### config.mk
export PLATFORM = sky130hd
export DESIGN_NAME = axi_slave_write_resp
export DESIGN_NICKNAME = d
export VERILOG_FILES = /design/src/rtl/axi_slave_write_resp_pkg.sv /design/src/rtl/axi_burst_addr.sv /design/src/rtl/axi_slave_write_resp.sv
export SDC_FILE = /design/constraint.sdc
export NUM_CORES = 1
export LEC_CHECK = 0
export CAP_MARGIN = 5
export CORE_ASPECT_RATIO = 0.9
export CORE_MARGIN = 3
export CORE_UTILIZATION = 33
export DETAILED_ROUTE_END_ITERATION = 7
export PLACE_DENSITY = 0.82
export SLEW_MARGIN = 10
export SYNTH_ARGS = -nofsm -noshare
export SYNTH_HDL_FRONTEND = slang
export SYNTH_SLANG_ARGS = --single-unit
### constraint.sdc
create_clock -name ACLK -period 2.3 [get_ports ACLK]
set_clock_uncertainty 0.1 [all_clocks]
set_input_delay 0.23 -clock ACLK [delete_from_list [all_inputs] [get_ports ACLK]]
set_output_delay 0.23 -clock ACLK [all_outputs]
set_load 0.05 [all_outputs]
### src/rtl/axi_slave_write_resp_pkg.sv
// Shared widths, AXI encodings and FSM state type for the single-outstanding AXI write slave.
package axi_slave_write_resp_pkg;

    localparam int AXI_IDS_BITS  = 8;
    localparam int AXI_ADDR_BITS = 32;
    localparam int AXI_DATA_BITS = 32;
    localparam int AXI_STRB_BITS = 4;
    localparam int AXI_LEN_BITS  = 4;
    localparam int AXI_SIZE_BITS = 3;

    localparam logic [1:0] BURST_FIXED = 2'b00;
    localparam logic [1:0] BURST_INCR  = 2'b01;
    localparam logic [1:0] BURST_WRAP  = 2'b10;

    localparam logic [1:0] RESP_OKAY   = 2'b00;
    localparam logic [1:0] RESP_SLVERR = 2'b10;

    // Only full-word beats are legal on this 32-bit port
    localparam logic [AXI_SIZE_BITS-1:0] SIZE_WORD = 3'd2;

    typedef enum logic [1:0] {
        ST_IDLE,
        ST_DATA,
        ST_RESP
    } state_t;

endpackage

### src/rtl/axi_burst_addr.sv
// Burst address generator: word address and beat counter for one write burst.
module axi_burst_addr
    import axi_slave_write_resp_pkg::*;
#(
    parameter int MEM_AW = 14
)
(
    input  logic                    clk,
    input  logic                    rst,
    input  logic                    load,
    input  logic                    step,
    input  logic [MEM_AW-1:0]       start_addr,
    input  logic [AXI_LEN_BITS-1:0] len,
    input  logic [1:0]              burst,
    output logic [MEM_AW-1:0]       addr,
    output logic                    last
);

    logic [MEM_AW-1:0]       addr_reg;
    logic [AXI_LEN_BITS-1:0] cnt_reg;
    logic [AXI_LEN_BITS-1:0] len_reg;
    logic                    fixed_reg;

    // WRAP and reserved burst types step like INCR; the address wraps at 2^MEM_AW
    always_ff @(posedge clk or posedge rst) begin
        if (rst) begin
            addr_reg  <= '0;
            cnt_reg   <= '0;
            len_reg   <= '0;
            fixed_reg <= 1'b0;
        end else if (load) begin
            addr_reg  <= start_addr;
            cnt_reg   <= '0;
            len_reg   <= len;
            fixed_reg <= (burst == BURST_FIXED);
        end else if (step) begin
            cnt_reg <= cnt_reg + 1'b1;
            if (!fixed_reg) begin
                addr_reg <= addr_reg + 1'b1;
            end
        end
    end

    assign addr = addr_reg;
    assign last = (cnt_reg == len_reg);

endmodule

### src/rtl/axi_slave_write_resp.sv
// AXI write slave with zero-latency memory write port and one outstanding burst.
// Define AXI_SLV_WR_CHECK_EN to enable SLVERR reporting and write suppression for illegal bursts.
module axi_slave_write_resp
    import axi_slave_write_resp_pkg::*;
#(
    parameter int MEM_AW = 14
)
(
    input  logic                     ACLK,
    input  logic                     ARESET,
    input  logic [AXI_IDS_BITS-1:0]  AWID,
    input  logic [AXI_ADDR_BITS-1:0] AWADDR,
    input  logic [AXI_LEN_BITS-1:0]  AWLEN,
    input  logic [AXI_SIZE_BITS-1:0] AWSIZE,
    input  logic [1:0]               AWBURST,
    input  logic                     AWVALID,
    output logic                     AWREADY,
    input  logic [AXI_DATA_BITS-1:0] WDATA,
    input  logic [AXI_STRB_BITS-1:0] WSTRB,
    input  logic                     WLAST,
    input  logic                     WVALID,
    output logic                     WREADY,
    output logic [AXI_IDS_BITS-1:0]  BID,
    output logic [1:0]               BRESP,
    output logic                     BVALID,
    input  logic                     BREADY,
    output logic [AXI_STRB_BITS-1:0] MEM_WE,
    output logic [MEM_AW-1:0]        MEM_ADDR,
    output logic [AXI_DATA_BITS-1:0] MEM_WDATA
);

    state_t                  state_reg;
    state_t                  state_next;
    logic [AXI_IDS_BITS-1:0] id_reg;
    logic                    aw_fire;
    logic                    w_fire;
    logic                    beat_last;
    logic [MEM_AW-1:0]       word_addr;
    logic                    resp_err;
    logic                    we_block;

    assign aw_fire = AWVALID && AWREADY;
    assign w_fire  = WVALID && WREADY;

    axi_burst_addr #(
        .MEM_AW(MEM_AW)
    ) u_burst_addr (
        .clk       (ACLK),
        .rst       (ARESET),
        .load      (aw_fire),
        .step      (w_fire),
        .start_addr(AWADDR[MEM_AW+1:2]),
        .len       (AWLEN),
        .burst     (AWBURST),
        .addr      (word_addr),
        .last      (beat_last)
    );

    always_ff @(posedge ACLK or posedge ARESET) begin
        if (ARESET) begin
            state_reg <= ST_IDLE;
            id_reg    <= '0;
        end else begin
            state_reg <= state_next;
            if (aw_fire) begin
                id_reg <= AWID;
            end
        end
    end

    always_comb begin
        state_next = state_reg;
        AWREADY    = 1'b0;
        WREADY     = 1'b0;
        BVALID     = 1'b0;
        case (state_reg)
            ST_IDLE: begin
                AWREADY = 1'b1;
                if (AWVALID) state_next = ST_DATA;
            end
            ST_DATA: begin
                WREADY = 1'b1;
                // Whichever comes first ends the burst: WLAST or the final counted beat
                if (WVALID && (WLAST || beat_last)) state_next = ST_RESP;
            end
            ST_RESP: begin
                BVALID = 1'b1;
                if (BREADY) state_next = ST_IDLE;
            end
            default: state_next = ST_IDLE;
        endcase
    end

`ifdef AXI_SLV_WR_CHECK_EN
    logic resp_err_reg;
    logic we_block_reg;
    logic cfg_err;

    assign cfg_err = (AWSIZE != SIZE_WORD) || AWBURST[1];

    // Configuration errors block every write of the burst; WLAST misplacement only flags the response
    always_ff @(posedge ACLK or posedge ARESET) begin
        if (ARESET) begin
            resp_err_reg <= 1'b0;
            we_block_reg <= 1'b0;
        end else if (aw_fire) begin
            resp_err_reg <= cfg_err;
            we_block_reg <= cfg_err;
        end else if (w_fire && (WLAST != beat_last)) begin
            resp_err_reg <= 1'b1;
        end
    end

    assign resp_err = resp_err_reg;
    assign we_block = we_block_reg;
`else
    logic unused_size;
    assign unused_size = ^AWSIZE;
    assign resp_err    = 1'b0;
    assign we_block    = 1'b0;
`endif

    logic unused_addr_bits;
    assign unused_addr_bits = ^{AWADDR[AXI_ADDR_BITS-1:MEM_AW+2], AWADDR[1:0]};

    assign BID       = id_reg;
    assign BRESP     = resp_err ? RESP_SLVERR : RESP_OKAY;
    assign MEM_WE    = (w_fire && !we_block) ? WSTRB : '0;
    assign MEM_ADDR  = word_addr;
    assign MEM_WDATA = w_fire ? WDATA : '0;

endmodule

==> results.yml <==
cts:
  tritoncts: "done"
  cts-root-buf: "clkbuf_8"
  ctsHtreeMaxLevel: 2
  cts_buffers: 5
  clockBufferDepth: 2
  cts_setup_buffers: 0
  clock-sinks: 33
  cts_resized: 0
  clock_latency_ns: 0.28
  ctsHoldBuffers: 0
  clk_pin_slew_ns: 0.07
floorplan:
  dieArea_um2: 6640
  rows: 25
  chipWidth_um: 85.6
  ios: 154
  initial_core_util_pct: 35.0
  core_um2: 5380
  die_h_um: 77.6
worst_setup_path:
  startpoint_type: "flip-flop"
  ff2ff_setup_slack_ns: 0.34
  rr_endpoint: "u_burst_addr.addr[13]$_DFFE_PP0P_"
  crit_type: "flip-flop to output port"
  worstPathMaxFanout: 7
  cp.arrival_ns: 1.82
  crit_path_end_kind: "output port"
  cp.required_ns: 1.97
  reg2reg_depth: 4
  r2r-start: "state_reg[0]$_DFFE_PP0P_"
logic_synthesis:
  synth_top_area_share_pct: 43.9
  yosys_register_bits: 33
  yosysWarnings: 0
  muxShareOfSynthArea_pct: 1.06
  ys_async_sr_fraction_pct: 100
  yosysTopAreaCell: "dfrtp_1"
  synth_xor_area_share_pct: 6.05
  avgSynthCellArea_um2: 8.40
  synth_edf_count: 0
  yosysMostFrequentCell: "nand2_1"
  synth.distinct_cells: 36
  netlist_area_um2: 1880
  synth_top_family_by_area: "simple AND/OR/NAND/NOR gates"
  synthFlopType: "dfrtp_1"
  synthTopCellsByCount: "nand2_1 (57), and2_1 (37), dfrtp_1 (33), clkbuf_1 (11), nor2_1 (11)"
  synth-adder-area-share_pct: 1.33
  synthCells: 224
  synthSimpleGateAreaFrac_pct: 36.0
  synthTopCellsByArea: "dfrtp_1 (44%), and2_1 (12%), nand2_1 (11%)"
  yosysSeqAreaShare_pct: 43.9
  synth-compound-area-share_pct: 7.19
sta:
  drv_slew: 0
  hold_ws_ns: 0.237
  final.min_clock_period_ns: 2.15
  clock.fmax_ghz: 0.465
  finalSetupViolations: 0
  rsz0062_at_grt: "false"
  tightestPinTransition_ns: 0.527
  setup-tns-final_ns: 0
  period_share_pct: 93.6
  relSlewSlack_pct: 64.7
  hold_viol_final: 0
placed_design:
  gp_congestion: 0.786
  hpwl_mm: 4.72
  io_buffers: 130
  place_area_um2: 3650
grt:
  grt_pass1_vias: 1991
  grt_max_degree: 43
  antenna_found_initial: 0
  grt_overflow_total: 0
  grt_usage_pct: 18.1
  grt_pass1_wl_mm: 9.80
detailed_routing:
  routed-via-count: 2004
  antenna_left: 0
  firstDrtPassIters: 4
  wirelength_mm: 6.03
  drt_iter0_markers: 93
  drc: 0
  via_per_inst: 4.72
  wl_per_cell_um: 14.2
cells_and_area:
  finalInstanceArea_um2: 3770
  area_growth_pct: 100
  antenna_cells: 0
  largest_reg_flops: 14
  fin_nets: 450
  drive_gt1_share_pct: 15.1
pwr:
  irDropWorstVdd_mv: 0.866
  p_leak_nw: 1.60
  power_density_nw_per_um2: 1260
status:
  status: "completed"
hold_path:
  hp-class: "primary input to async pin"
flow_run:
  maxCapViolations: 0
[final cells by class]
type                    count  area, um^2
inverters                   5        18.8
multi-input cells         173         983
well taps                  67        83.8
flip-flops and latches     33         826
clock buffers               7        86.3
clock inverters             1        30.0
fillers                   411        1610
repair buffers            139        1740
[worst max-delay path, stage by stage (launching register included)]
cell,delay (ns)
dfrtp_1,0.38
buf_4,0.16
and2b_1,0.21
clkdlybuf4s50_1,0.81
[per-layer routing]
layer / up-vias / wire length [um] / GRT usage, % / share of wire, %
li1: 1004 / - / - / -
met1: 922 / 2550 / 23.4 / 42
met2: 74 / 2960 / 30.3 / 49
met3: 4 / 473 / 5.20 / 7.9
met4: 0 / 45 / 3.01 / 0.75
met5: - / 0 / 0 / 0
[placed cells by master, fill, tap and decap left out, drive strengths merged, types with 2 or more instances in the layout]
master / netlist / routed
ha: 2 / 2
buf: 3 / 45
and2: 38 / 38
conb: 1 / 2
inv: 5 / 5
xnor2: 8 / 8
mux2i: 2 / 2
xor2: 5 / 5
nor3: 2 / 2
clkbuf: 11 / 7
nand2: 57 / 57
o21ai: 7 / 7
nor2: 11 / 11
a31oi: 3 / 3
dfrtp: 33 / 33
nand4: 5 / 5
nand3: 7 / 7
o31ai: 2 / 2
o211ai: 3 / 3
nor4: 3 / 3
or4: 3 / 3
clkdlybuf4s50: 0 / 94
[report_power, final]
part	internal, mW	switching, mW	total, mW
Clock	0.353	0.203	0.556
Sequential	0.843	0.278	1.12
Combinational	1.23	1.84	3.07
[cells by family after synthesis]
group / Yosys count
compound gates: 20
mux: 2
simple gates: 134
buf+inv: 19
other cells: 1
xor+xnor: 13
flops: 33
fa+ha+maj: 2
[worst max-delay path by stage]
stage,slack [ns],from,to
finish,0.15,state_reg[1]$_DFFE_PP0P_,WREADY
global route,0.06,state_reg[1]$_DFFE_PP0P_,WREADY
CTS,0.14,state_reg[1]$_DFFE_PP0P_,WREADY
detailed placement,0.11,WVALID,u_burst_addr.addr[13]$_DFFE_PP0P_
global placement,0.14,WVALID,u_burst_addr.addr[13]$_DFFE_PP0P_
floorplan,0.11,u_burst_addr.addr[2]$_DFFE_PP0P_,u_burst_addr.addr[13]$_DFFE_PP0P_
[per-stage QoR]
step / cells / utilization (%) / power, mW / setup slack [ns]
global placement: 417 / 67.9 / 4.15 / 0.141
detailed placement: 417 / 67.9 / 4.20 / 0.112
CTS: 425 / 70.1 / 4.77 / 0.141
floorplan: 225 / - / 2.91 / 0.114
global route: 425 / 70.1 / 5.01 / 0.0559
finish: 425 / 70.1 / 4.75 / 0.147
No activity file was read; power rests on OpenSTA's default activity.
